==> src/rtl/pipe_tag_ctrl_pkg.sv <==
`default_nettype none
// ============================================================================
// Module   : pipe_tag_ctrl_pkg
// Brief    : Shared stage-tag type, bubble constant and tag helpers.
// Revision : 1.0 - initial release
// ============================================================================
package pipe_tag_ctrl_pkg;

  localparam int REG_AW = 5;

  typedef struct packed {
    logic              valid;
    logic [REG_AW-1:0] rd;
    logic              regwrite;
    logic              load;
  } stageTag_t;

  localparam stageTag_t BUBBLE = '0;

  // Writes to r0 are architecturally discarded, so they never count as writes.
  function automatic logic tagWritesReg(input stageTag_t t);
    return t.valid & t.regwrite & (t.rd != '0);
  endfunction

endpackage
`default_nettype wire

==> src/rtl/pipe_tag_stage.sv <==
`default_nettype none
// ============================================================================
// Module   : pipe_tag_stage
// Brief    : One stage-tag register with bubble / load / hold control.
// Revision : 1.0 - initial release
// ============================================================================
module pipe_tag_stage
  import pipe_tag_ctrl_pkg::*;
(
  input  logic      clk,
  input  logic      rst_n,
  input  logic      i_load,
  input  logic      i_bubble,
  input  stageTag_t i_tag,
  output stageTag_t o_tag
);

  stageTag_t r_tag;

  // Bubble wins over load; neither asserted means the stage holds.
  always_ff @(posedge clk or negedge rst_n) begin
    if (!rst_n) begin
      r_tag <= BUBBLE;
    end else if (i_bubble) begin
      r_tag <= BUBBLE;
    end else if (i_load) begin
      r_tag <= i_tag;
    end
  end

  assign o_tag = r_tag;

endmodule
`default_nettype wire

==> src/rtl/pipe_tag_ctrl.sv <==
`default_nettype none
// ============================================================================
// Module   : pipe_tag_ctrl
// Brief    : D/X/M/W stage-tag pipeline with stall bubbles and flush squash.
//            Optional statistics counters enabled by `define PIPE_STATS_EN.
// Revision : 1.0 - initial release
// ============================================================================
module pipe_tag_ctrl
  import pipe_tag_ctrl_pkg::stageTag_t;
  import pipe_tag_ctrl_pkg::BUBBLE;
  import pipe_tag_ctrl_pkg::tagWritesReg;
#(
  parameter int REG_AW = pipe_tag_ctrl_pkg::REG_AW
`ifdef PIPE_STATS_EN
  ,
  parameter int CNT_W  = 32
`endif
) (
  input  logic              clk,
  input  logic              rst_n,
  input  logic              f_valid,
  input  logic [REG_AW-1:0] f_rd,
  input  logic              f_regwrite,
  input  logic              f_load,
  input  logic              stall_in,
  input  logic              flush_in,
  output logic              pc_en,
  output logic              fd_en,
  output logic [REG_AW-1:0] writeadd_x,
  output logic [REG_AW-1:0] writeadd_m,
  output logic [REG_AW-1:0] writeadd_w,
  output logic              regwrite_x,
  output logic              regwrite_m,
  output logic              regwrite_w,
  output logic              load_x,
  output logic              load_m,
  output logic              valid_d,
  output logic              valid_x,
  output logic              valid_m,
  output logic              valid_w,
  output logic              retire
`ifdef PIPE_STATS_EN
  ,
  output logic [CNT_W-1:0]  stall_cnt,
  output logic [CNT_W-1:0]  flush_cnt,
  output logic [CNT_W-1:0]  retire_cnt
`endif
);

  localparam int c_STAGE_D = 0;
  localparam int c_STAGE_X = 1;
  localparam int c_STAGE_M = 2;
  localparam int c_STAGE_W = 3;

  stageTag_t  w_fetchTag;
  stageTag_t  w_stageIn  [4];
  stageTag_t  w_stageOut [4];
  logic [3:0] w_stageLoad;
  logic [3:0] w_stageBubble;
  logic       w_advance;

  // Flush overrides stall: the stalled instruction is on the wrong path.
  assign w_advance = ~stall_in | flush_in;
  assign pc_en     = w_advance;
  assign fd_en     = w_advance;

  always_comb begin
    w_fetchTag = BUBBLE;
    if (f_valid) begin
      w_fetchTag = '{valid: 1'b1, rd: f_rd, regwrite: f_regwrite, load: f_load};
    end
  end

  always_comb begin
    w_stageIn[c_STAGE_D]     = w_fetchTag;
    w_stageIn[c_STAGE_X]     = w_stageOut[c_STAGE_D];
    w_stageIn[c_STAGE_M]     = w_stageOut[c_STAGE_X];
    w_stageIn[c_STAGE_W]     = w_stageOut[c_STAGE_M];
    w_stageLoad              = 4'b1111;
    w_stageLoad[c_STAGE_D]   = w_advance;
    w_stageBubble            = 4'b0000;
    w_stageBubble[c_STAGE_D] = flush_in;
    w_stageBubble[c_STAGE_X] = stall_in | flush_in;
  end

  generate
    for (genvar gi = 0; gi < 4; gi++) begin : g_stage
      pipe_tag_stage u_stage (
        .clk      (clk),
        .rst_n    (rst_n),
        .i_load   (w_stageLoad[gi]),
        .i_bubble (w_stageBubble[gi]),
        .i_tag    (w_stageIn[gi]),
        .o_tag    (w_stageOut[gi])
      );
    end
  endgenerate

  assign valid_d    = w_stageOut[c_STAGE_D].valid;
  assign valid_x    = w_stageOut[c_STAGE_X].valid;
  assign valid_m    = w_stageOut[c_STAGE_M].valid;
  assign valid_w    = w_stageOut[c_STAGE_W].valid;

  assign writeadd_x = valid_x ? w_stageOut[c_STAGE_X].rd : '0;
  assign writeadd_m = valid_m ? w_stageOut[c_STAGE_M].rd : '0;
  assign writeadd_w = valid_w ? w_stageOut[c_STAGE_W].rd : '0;

  assign regwrite_x = tagWritesReg(w_stageOut[c_STAGE_X]);
  assign regwrite_m = tagWritesReg(w_stageOut[c_STAGE_M]);
  assign regwrite_w = tagWritesReg(w_stageOut[c_STAGE_W]);

  assign load_x     = valid_x & w_stageOut[c_STAGE_X].load;
  assign load_m     = valid_m & w_stageOut[c_STAGE_M].load;

  assign retire     = valid_w;

`ifdef PIPE_STATS_EN
  logic [CNT_W-1:0] r_stallCnt;
  logic [CNT_W-1:0] r_flushCnt;
  logic [CNT_W-1:0] r_retireCnt;

  // Counters stick at all-ones rather than wrapping.
  always_ff @(posedge clk or negedge rst_n) begin
    if (!rst_n) begin
      r_stallCnt  <= '0;
      r_flushCnt  <= '0;
      r_retireCnt <= '0;
    end else begin
      if (stall_in && !flush_in && (r_stallCnt != '1)) begin
        r_stallCnt <= r_stallCnt + CNT_W'(1);
      end
      if (flush_in && (r_flushCnt != '1)) begin
        r_flushCnt <= r_flushCnt + CNT_W'(1);
      end
      if (retire && (r_retireCnt != '1)) begin
        r_retireCnt <= r_retireCnt + CNT_W'(1);
      end
    end
  end

  assign stall_cnt  = r_stallCnt;
  assign flush_cnt  = r_flushCnt;
  assign retire_cnt = r_retireCnt;
`endif

endmodule
`default_nettype wire

==> config.mk <==
export PLATFORM = sky130hd
export DESIGN_NAME = pipe_tag_ctrl
export DESIGN_NICKNAME = d
export VERILOG_FILES = /design/src/rtl/pipe_tag_ctrl_pkg.sv /design/src/rtl/pipe_tag_stage.sv /design/src/rtl/pipe_tag_ctrl.sv
export SDC_FILE = /design/constraint.sdc
export NUM_CORES = 1
export LEC_CHECK = 0
export ABC_AREA = 1
export CORE_ASPECT_RATIO = 0.75
export CORE_MARGIN = 2
export CORE_UTILIZATION = 50
export CTS_BUF_LIST = sky130_fd_sc_hd__clkbuf_8
export CTS_CLUSTER_DIAMETER = 30
export DETAILED_ROUTE_END_ITERATION = 8
export GPL_TIMING_DRIVEN = 0
export PLACE_DENSITY = 0.95
export SKIP_CTS_REPAIR_TIMING = 1
export SLEW_MARGIN = 10
export SYNTH_ARGS = -nofsm -noshare
export SYNTH_HDL_FRONTEND = slang
export SYNTH_SLANG_ARGS = --single-unit
==> constraint.sdc <==
create_clock -name clk -period 2.32 [get_ports clk]
set_clock_uncertainty 0.2 [all_clocks]
set_input_delay 0.696 -clock clk [delete_from_list [all_inputs] [get_ports clk]]
set_output_delay 0.696 -clock clk [all_outputs]
set_load 0.02 [all_outputs]
== Word level (Yosys, flattened, before mapping) ==
Index checks and enable logic that the tools add are counted.
Storage, ports and cells
  input bits: 12
  register bits: 31
  logic and storage cells: 37
  output and inout bits: 27
Operators by class
  reductions and logical operators: 4
  bitwise operators: 11
  muxes and demuxes: 7
Operators with widths (number)
  2-to-1 mux 8 bit: 4
  2-to-1 mux 5 bit: 3
  nonzero test 5 bit: 3
  AND 1 bit: 8
  OR 1 bit: 2
  nonzero test 2 bit: 1
  inverter 1 bit: 1

== Logic depth before layout (Yosys ltp) ==
  depth in word-level cells: 4
  mapped depth: 4
  gate-level depth less buffers: 4

== Hierarchy ==
A second synthesis with hierarchy kept.
Unflattened totals
  cells, all modules: 219
  area total of the unflattened synthesis: 1651.6 µm²
Modules (own cells, without submodules)
  pipe_tag_stage: seq. area each 200.2 µm², times used 4, area an instance 335.3 µm², cells an instance 35
  pipe_tag_ctrl: seq. area each 0.0 µm², times used 1, area an instance 310.3 µm², cells an instance 79

== Worst setup path after synthesis ==
No wires, ideal clock.
  path kind: input to output
  from: input stall_in
  to: output pc_en
  path buffers: 1
  data required time: 1.424 ns
  stages on the path: 4
  data arrival time: 1.149 ns
  setup slack: 0.275 ns
  path through: inv_2 > nor2_4 > inv_2 > buf_4
Between the ends
  word-level cells in the longest chain between the ends: 2
Ends and longest elaborated chain
  from (decl): RTL line pipe_tag_ctrl.sv:25  | input logic stall_in,
  inverter 1 bit: RTL line pipe_tag_ctrl.sv:63  | assign w_advance = ~stall_in | flush_in;
  OR 1 bit: RTL line pipe_tag_ctrl.sv:63
  to (decl): RTL line pipe_tag_ctrl.sv:27  | output logic pc_en,
No other way between the ends.

== Final worst setup path ==
Ends and elaborated chain as after synthesis.

==> flow_metrics.py <==
metrics = {
    "clock_network": {
        "cts_tree": "built",
        "clk-insertion-delay-late_ns": 0.28,
        "cts_buffers": 5,
        "cts.sinks": 31,
        "clock-root-buffer": "clkbuf_8",
        "clk_path_buf_depth": 2,
        "path_clk_slew_ns": 0.06,
        "htreeDepth": 2,
    },
    "timing": {
        "setup_viol": 0,
        "rsz0062_at_grt": "no",
        "period_minus_slack_ns": 2.26,
        "tightest_slew_ns": 0.645,
        "hold_ws_ns": 0.183,
        "slew-limit-headroom": 0.570,
        "drv_slew": 0,
        "maxClockFrequency_mhz": 443,
        "hold_viol_final": 0,
        "tns_ns": 0,
        "finalCritPeriodShare": 0.973,
    },
    "global_route": {
        "overflow": 0,
        "antenna_found_initial": 0,
        "grt_pass1_vias": 894,
        "grt_first_pass_wirelength_mm": 3.61,
        "grt_max_degree": 32,
        "grt_usage": 0.187,
    },
    "yosys": {
        "yosysTopAreaCellShare": 0.640,
        "avgSynthCellArea_sq_um": 8.98,
        "synth-edff-count": 0,
        "async_reset_ff_frac": 1.00,
        "synth.area.top_cells": "dfrtp_1 (64%), inv_1 (13%), nand2_1 (9.6%)",
        "ys.warnings.count": 0,
        "syn_area_sq_mm": 0.00121,
        "syn_inst": 135,
        "yosys.area.top_type": "dfrtp_1",
        "synth_commonest_cells": "inv_1 (41), dfrtp_1 (31), nand2_1 (31)",
        "ys.flop_type": "dfrtp_1",
        "ys_seq_area_frac": 0.640,
        "syn-num-nets": 147,
        "synth-seq-cells": 31,
        "synth_most_common_cell": "inv_1",
        "synth_cell_types": 12,
    },
    "cells_and_area": {
        "area_delta_synth_final_pct": 49.2,
        "largest_register_ffs": 31,
        "diodes": 0,
        "nets": 196,
        "drive_above_1_share": 0.130,
    },
    "route": {
        "post_drt_wl_per_cell_um": 10.5,
        "drt-total-wl_mm": 2.29,
        "drt-met1-wl_um": 866,
        "firstDrtPassIters": 4,
        "drc": 0,
        "wl_met3_um": 167,
        "antenna_left": 0,
        "viasPerCell": 4.39,
        "dr_wl_met2_mm": 1.23,
        "dr_total_vias": 957,
        "drt-initial-drc-count": 31,
        "top_layer_used": "met4",
    },
    "hold_path": {
        "hold_path_depth": 0,
        "hold_path.class": "flop to flop",
    },
    "setup_path": {
        "r2r_cells": 2,
        "required_ns": 1.42,
        "worstSetupStartpointType": "input pin",
        "cp_max_fo": 5,
        "arrival_ns": 1.36,
        "criticalPathCategory": "input pin to output pin",
        "setup.worst_path.end_class": "output pin",
    },
    "power_and_ir_drop": {
        "total_leakage_power_nw": 1.41,
        "p_per_area_mw_per_mm2": 580,
        "power_mw": 1.05,
        "max-vdd-ir-drop_v": 0.000565,
    },
    "die": {
        "die-width_um": 60.9,
        "ios": 39,
        "rows": 15,
        "fp.dieArea_sq_mm": 0.00284,
        "initial_utilization": 0.530,
        "die_h_um": 46.6,
        "core_sq_mm": 0.00229,
    },
    "placed_design": {
        "gp_congestion": 0.746,
        "dp_hpwl_mm": 1.70,
        "port_buffers": 38,
    },
    "status": {
        "status": "finished, final reports clean",
    },
    "job": {
        "drv_cap": 0,
    },
}
[layout by cell type, fill, tap and decap left out, types with 3 or more instances in the layout]
| master | instances |
|---|---|
| dfrtp_2 | 3 |
| dfrtp_1 | 28 |
| clkdlybuf4s50_1 | 12 |
| clkbuf_8 | 6 |
| nor2_1 | 14 |
| nand2_1 | 31 |
| buf_4 | 7 |
| nand3_1 | 3 |
| dlymetal6s2s_1 | 24 |
| o21ai_0 | 6 |
| inv_2 | 3 |
| inv_1 | 41 |
[per-stage QoR]
step	cell area, sq um	cells	utilization	worst slack [ns]
after floorplan	1210	135	-	0.275
after global placement	1640	207	0.714	-0.695
after detailed placement	1640	207	0.714	-0.739
after CTS	1720	214	0.752	-0.749
after global routing	1810	218	0.790	0.0268
final	1810	218	0.790	0.0619
[cell type report]
class                           instances  area, sq um
Buffer                                  2         15.0
Clock buffer                            6         82.6
Clock inverter                          1         5.00
Fill cell                             162          480
Inverter                               44          165
Multi-Input combinational cell         58          256
Sequential cell                        31          779
Tap cell                               34         42.5
Timing Repair Buffer                   42          463
[routing by layer]
metal | up-vias | track usage
met2 | 37 | 0.357
met4 | 0 | 0.0652
met5 | - | 0
met1 | 442 | 0.178
li1 | 475 | -
met3 | 3 | 0.0843
[critical path, stage by stage]
cell and delay (ns):
dlymetal6s2s_1 0.10, inv_2 0.06, nor2_4 0.16, inv_2 0.07, buf_4 0.13, buf_4 0.14
[logic make-up (layout without fill, tap and decap cells)]
logic type,after synthesis,after routing,share of synthesized area
AO/OA/AOI/OAI,8,8,0.0361
AND/OR/NAND/NOR,50,50,0.175
buffers and inverters,46,95,0.149
flip-flops,31,31,0.640
[path summary, 6_finish.rpt]
kind,start,to,slack (ns)
setup / recovery,stall_in,pc_en,0.06
hold / removal,g_stage[1].u_stage.o_tag[0]$_DFF_PN0_,g_stage[2].u_stage.o_tag[0]$_DFF_PN0_,0.18
setup reg to reg,g_stage[0].u_stage.o_tag[1]$_DFFE_PN0P_,g_stage[0].u_stage.o_tag[1]$_DFFE_PN0P_,1.45
hold reg to reg,g_stage[1].u_stage.o_tag[0]$_DFF_PN0_,g_stage[2].u_stage.o_tag[0]$_DFF_PN0_,0.18
max in group asynchronous,rst_n,g_stage[3].u_stage.o_tag[7]$_DFF_PN0_,1.22
min in group asynchronous,rst_n,g_stage[1].u_stage.o_tag[5]$_DFF_PN0_,0.24
[where the power goes]
part           internal [mW]  switching, mW  leakage, nW
Sequential             0.552        0.00856        0.423
Combinational         0.0355         0.0384        0.941
Clock                  0.232          0.183       0.0470
Total                  0.820          0.230         1.41
Power figures use the tool's default switching activity.
==> RTL change 1: new RTL, same settings <==
Change the package constant `REG_AW` from 5 to 4.
--- a/src/rtl/pipe_tag_ctrl_pkg.sv
+++ b/src/rtl/pipe_tag_ctrl_pkg.sv
@@ -7,5 +7,5 @@
 package pipe_tag_ctrl_pkg;
 
-  localparam int REG_AW = 5;
+  localparam int REG_AW = 4;
 
   typedef struct packed {
Ports: changed (resized f_rd, writeadd_m, writeadd_w and writeadd_x); port bits go from 39 to 35. The function was not compared with the original's and may differ.
==> RTL change 1 against the original RTL <==
- sequential cell count fell by 4
- first-iteration DRC count fell by 71%
- synthesized cell count fell by 19%
- wire length fell by 14%
- synthesized area fell by 16%
- worst setup slack improved by 0.029 ns
- via count fell by 18%
- power fell by 24%
- sequential share of layout area rose by 2.8 points
- final area fell by 18%
- maximum frequency rose by 1.3%
- critical endpoint is now valid_x
==> RTL change 1: results (changes against the original RTL) <==
[timing]
hold_slack_ns = 0.200  ; +0.0168 ns
worst_slew_pin_slew_ns = 0.559  ; -0.0864 ns

[global_route]
first_global_vias = 732  ; -18%
track_usage_pct = 16.3  ; -2.5 points
grt_max_degree = 28  ; -13%

[critical_path]
regToRegSetupSlack_ns = 1.48  ; +0.03 ns
critical_path_peak_fanout = 8  ; +3
timing.rr.end = g_stage[0].u_stage.o_tag[6]$_DFFE_PN0P_
r2r-start = g_stage[0].u_stage.o_tag[6]$_DFFE_PN0P_
cpMaxStageDelayCell = clkdlybuf4s50_1
worstPathArrival_ns = 1.33  ; -0.03 ns
max_stage_delay_ns = 0.64  ; +0.48 ns

[synth]
ys_types = 10  ; -2
ys_seq_area_share_pct = 66.3  ; +2.4 points
yosys-top-cells-area = dfrtp_1, nand2_1, inv_1, nor2_1, nand3_1
synth_common_cells = nand2_1, dfrtp_1, inv_1, nor2_1, nand3_1
synth.net_count = 120  ; -18%

[placed_design]
dp_hpwl_um = 1400  ; -18%
dp_slack_ns = -0.747  ; -0.00824 ns
gp_congestion = 0.760  ; +1.9%

[power_and_ir_drop]
net-switching-power_uw = 168  ; -27%
vdd_drop_max_uv = 431  ; -24%

[clock_network]
cts_buffers = 3  ; -2
cts.clk_slew.worst_paths_ns = 0.08  ; +0.02 ns
cts_max_level = 1  ; -1
clk_latency_ns = 0.26  ; -0.02 ns

[final_layout]
largest_register_ffs = 27  ; -13%
num-fill-cells = 155  ; -4.3%

[run_status]
status = completed

[route]
routedWlPerCell_um = 11.5  ; +9.4%
vias = 786  ; -18%

## RTL change 1: changes by cell type in the layout (fill, tap and decap cells not counted), moves of 3 or more
cell	before	now
clkbuf_8	6	3
o21ai_0	6	1
dlymetal6s2s_1	24	21
a21oi_1	0	3
buf_4	7	2
nand3_1	3	6
inv_1	41	24
dfrtp_1	28	24
## RTL change 1: cell type report
| class | count | area [sq um] | area share [%] |
|---|---|---|---|
| tap | 24 | 30.0 | 2.03 |
| clock inverter | 1 | 3.75 | 0.254 |
| timing repair buffer | 34 | 383 | 25.9 |
| buffer | 2 | 15.0 | 1.01 |
| sequential | 27 | 679 | 45.9 |
| inverter | 24 | 90.1 | 6.09 |
| clock buffer | 3 | 41.3 | 2.79 |
| multi-input combinational | 56 | 238 | 16.1 |
## RTL change 1: how the worst max path moves through the flow
| stage | from | cells after the start | end | slack (ns) |
|---|---|---|---|---|
| 2_1_floorplan | flush_in | 3 | pc_en | 0.34 |
| 3_3_place_gp | flush_in | 5 | pc_en | -0.70 |
| 3_5_place_dp | flush_in | 5 | pc_en | -0.75 |
| 4_1_cts | flush_in | 5 | pc_en | -0.76 |
| 5_1_grt | g_stage[1].u_stage.o_tag[6]$_DFF_PN0_ | 1 | valid_x | 0.04 |
| 6_report | g_stage[1].u_stage.o_tag[6]$_DFF_PN0_ | 1 | valid_x | 0.09 |
## RTL change 1: routing by layer
layer / global-route usage (%) / vias to the layer above / part of all wire (%)
met5: 0 / - / 0
met1: 17.3 / 364 / 36
met3: 2.74 / 0 / 6.0
li1: - / 394 / -
met4: 5.71 / 0 / 0
met2: 32.2 / 28 / 58
## RTL change 1: kinds of logic (layout without fill, tap and decap cells)
| logic type | after synthesis | after routing | synth area share [%] |
|---|---|---|---|
| AND/OR/NAND/NOR | 52 | 52 | 21.4 |
| buffers and inverters | 26 | 64 | 10.3 |
| flip-flops | 27 | 27 | 66.3 |
| AO/OA/AOI/OAI | 4 | 4 | 1.96 |
## RTL change 1: power groups by stage
stage	logic, mW	registers [mW]	clock network (mW)
floorplan	0.0203	0.498	0
global placement	0.0618	0.496	0
detailed placement	0.0646	0.497	0
CTS	0.0648	0.487	0.254
global route	0.0682	0.489	0.266
finish	0.0610	0.488	0.246
## RTL change 1: stage by stage
step | std cells | instance area, sq um
after global routing | 171 | 1480
after CTS | 171 | 1430
after detailed placement | 167 | 1390
final | 171 | 1480
after global placement | 167 | 1390
after floorplan | 109 | 1020
==> RTL change 2: new RTL, same flow settings <==
Without the edit above. Build with the macro `PIPE_STATS_EN` defined.
--- a/src/rtl/pipe_tag_ctrl.sv
+++ b/src/rtl/pipe_tag_ctrl.sv
@@ -6,4 +6,6 @@
 // Revision : 1.0 - initial release
 // ============================================================================
+`define PIPE_STATS_EN
+
 module pipe_tag_ctrl
   import pipe_tag_ctrl_pkg::stageTag_t;
Function (old outputs only; new: flush_cnt, retire_cnt and stall_cnt): kept (equiv_simple and equiv_induct, registers matched by name and starting in step).
==> RTL change 2 against the original RTL <==
- the run now ends with negative setup slack left
- non-clock buffer count grew 112
- hold slack lost 0.17 ns
- power grew to 4.7 times the old value
- synthesized area grew to 6.0 times the old value
- sequential power grew to 4.4 times the old value
- die area grew to 5.5 times the old value
- first-iteration DRC count grew to 26 times the old value
- worst setup slack lost 0.088 ns
- register-to-register slack lost 1.3 ns
- sequential cell count grew 96
- final area grew to 5.3 times the old value
- sequential share of layout area shrank 10 points
- wire length grew to 9.0 times the old value
- critical path type unchanged
- largest power group unchanged
- highest routed layer unchanged
==> RTL change 2: results (changes against the original RTL) <==
[run_status]
status = complete, but fails checks
violations = negative setup slack

[placed_design]
gp_congestion = 0.940  ; +26%
placed_area_sq_mm = 0.00892  ; +450%
dp.cells = 1412  ; +580%
dp_slack_ns = -1.08  ; -0.342 ns
port_buffers = 133  ; +250%
dp_hpwl_um = 15100  ; +790%

[route]
firstDrtPassIters = 5  ; +1
met2_length_um = 9330  ; +660%
drt-total-wl_um = 20600  ; +800%
vias = 7567  ; +690%
top_layer = met4
wl_met1_um = 8940  ; +930%
first_iter_violations = 807  ; +2500%
wl_met3_um = 1950  ; +1100%
routedWlPerCell_um = 14.3  ; +36%

[global_route]
track_usage_pct = 26.4  ; +7.7 points
grt_max_degree = 71  ; +120%
grt_use_met3_pct = 5.40  ; -3.0 points
antenna_found_initial = 0  ; unchanged
first_global_vias = 6816  ; +660%
grt_util_met1_pct = 37.9  ; +20 points
met2_usage_pct = 40.8  ; +5.1 points
grt_first_pass_wirelength_um = 32700  ; +810%
grt_busiest_layer = met2

[critical_path]
worstPathArrival_ns = 1.45  ; +0.09 ns
max_stage_delay_ns = 0.15
critical_path_peak_fanout = 11  ; +6
cpMaxStageDelayCell = buf_2

[final_layout]
num-fill-cells = 1167  ; +620%
n_antenna_cell = 0  ; unchanged
nets = 1247  ; +540%
drive_above_1_share_pct = 7.15  ; -5.9 points

[clock_network]
root_buffer = clkbuf_8
cts.clk_slew.worst_paths_ns = 0.08  ; +0.02 ns
cts_max_level = 4  ; +2
clk_latency_ns = 0.44  ; +0.16 ns
clk_path_buf_depth = 2  ; unchanged
cts_buffers = 17  ; +12

[synth]
yosys-top-cells-area = dfrtp_1, nand2_1, nor2_1, inv_1, nand3_1
ys_seq_area_share_pct = 43.5  ; -21 points
synth_edf_count = 0  ; unchanged
synth_common_cells = nand2_1, nor2_1, dfrtp_1, inv_1, nand3_1
synthArstFlopShare_pct = 100  ; unchanged
synthCells = 1078  ; +700%
ys_types = 26  ; +14
ys_warn_count = 0  ; unchanged

[power_and_ir_drop]
vdd_drop_max_uv = 741  ; +31%
p_leak_nw = 6.25  ; +340%

[timing]
worst_slew_pin_slew_ns = 0.750  ; +0.105 ns
setup_violations = 1  ; +1
finalSetupTns_ns = -0.0265  ; -0.0265 ns
final.setup.worst_slack_ns = -0.0265  ; -0.0885 ns

[worst_hold_path]
hold_class = primary input to async pin

==> RTL change 2: cell type report <==
class	count	area (sq um)	share of cell area [%]
buffer	21	153	1.58
inverter	114	430	4.47
tap	200	250	2.60
multi-input combinational	816	3590	37.2
clock inverter	13	124	1.29
sequential	127	3180	33.0
clock buffer	19	262	2.71
timing repair buffer	135	1650	17.1
==> RTL change 2: path summary, 6_finish.rpt <==
path,depth (start not counted),startpoint,slack [ns],to
worst max-delay path,6,flush_in,-0.03,pc_en
worst min register to register,0,g_stage[1].u_stage.o_tag[0]$_DFF_PN0_,0.18,g_stage[2].u_stage.o_tag[0]$_DFF_PN0_
max in group asynchronous,2,rst_n,1.15,g_stage[2].u_stage.o_tag[7]$_DFF_PN0_
worst max register to register,11,flush_cnt[0]$_DFFE_PN0P_,0.19,flush_cnt[10]$_DFFE_PN0P_
worst min-delay path,1,rst_n,0.01,flush_cnt[1]$_DFFE_PN0P_
min in group clk,0,g_stage[1].u_stage.o_tag[0]$_DFF_PN0_,0.18,g_stage[2].u_stage.o_tag[0]$_DFF_PN0_
==> RTL change 2: critical path: cells and delay by family <==
kind	cells	cell delay, ns
buffers and inverters	5	0.68
AND/OR/NAND/NOR	1	0.08
==> RTL change 2: cells by family (layout without fill, tap and decap cells) <==
family	Yosys count	in the layout	share of synthesized area, %
simple gates	766	766	43.9
xor+xnor	21	21	2.52
buf+inv	135	302	7.80
flops	127	127	43.5
fa+ha+maj	3	3	0.513
compound gates	26	26	1.78
==> RTL change 2: power breakdown <==
group          switching (mW)  total, mW  internal, mW
combinational           0.373      0.651         0.279
sequential              0.155       2.47          2.32
clock                   0.869       1.86         0.994
total                    1.40       4.99          3.59
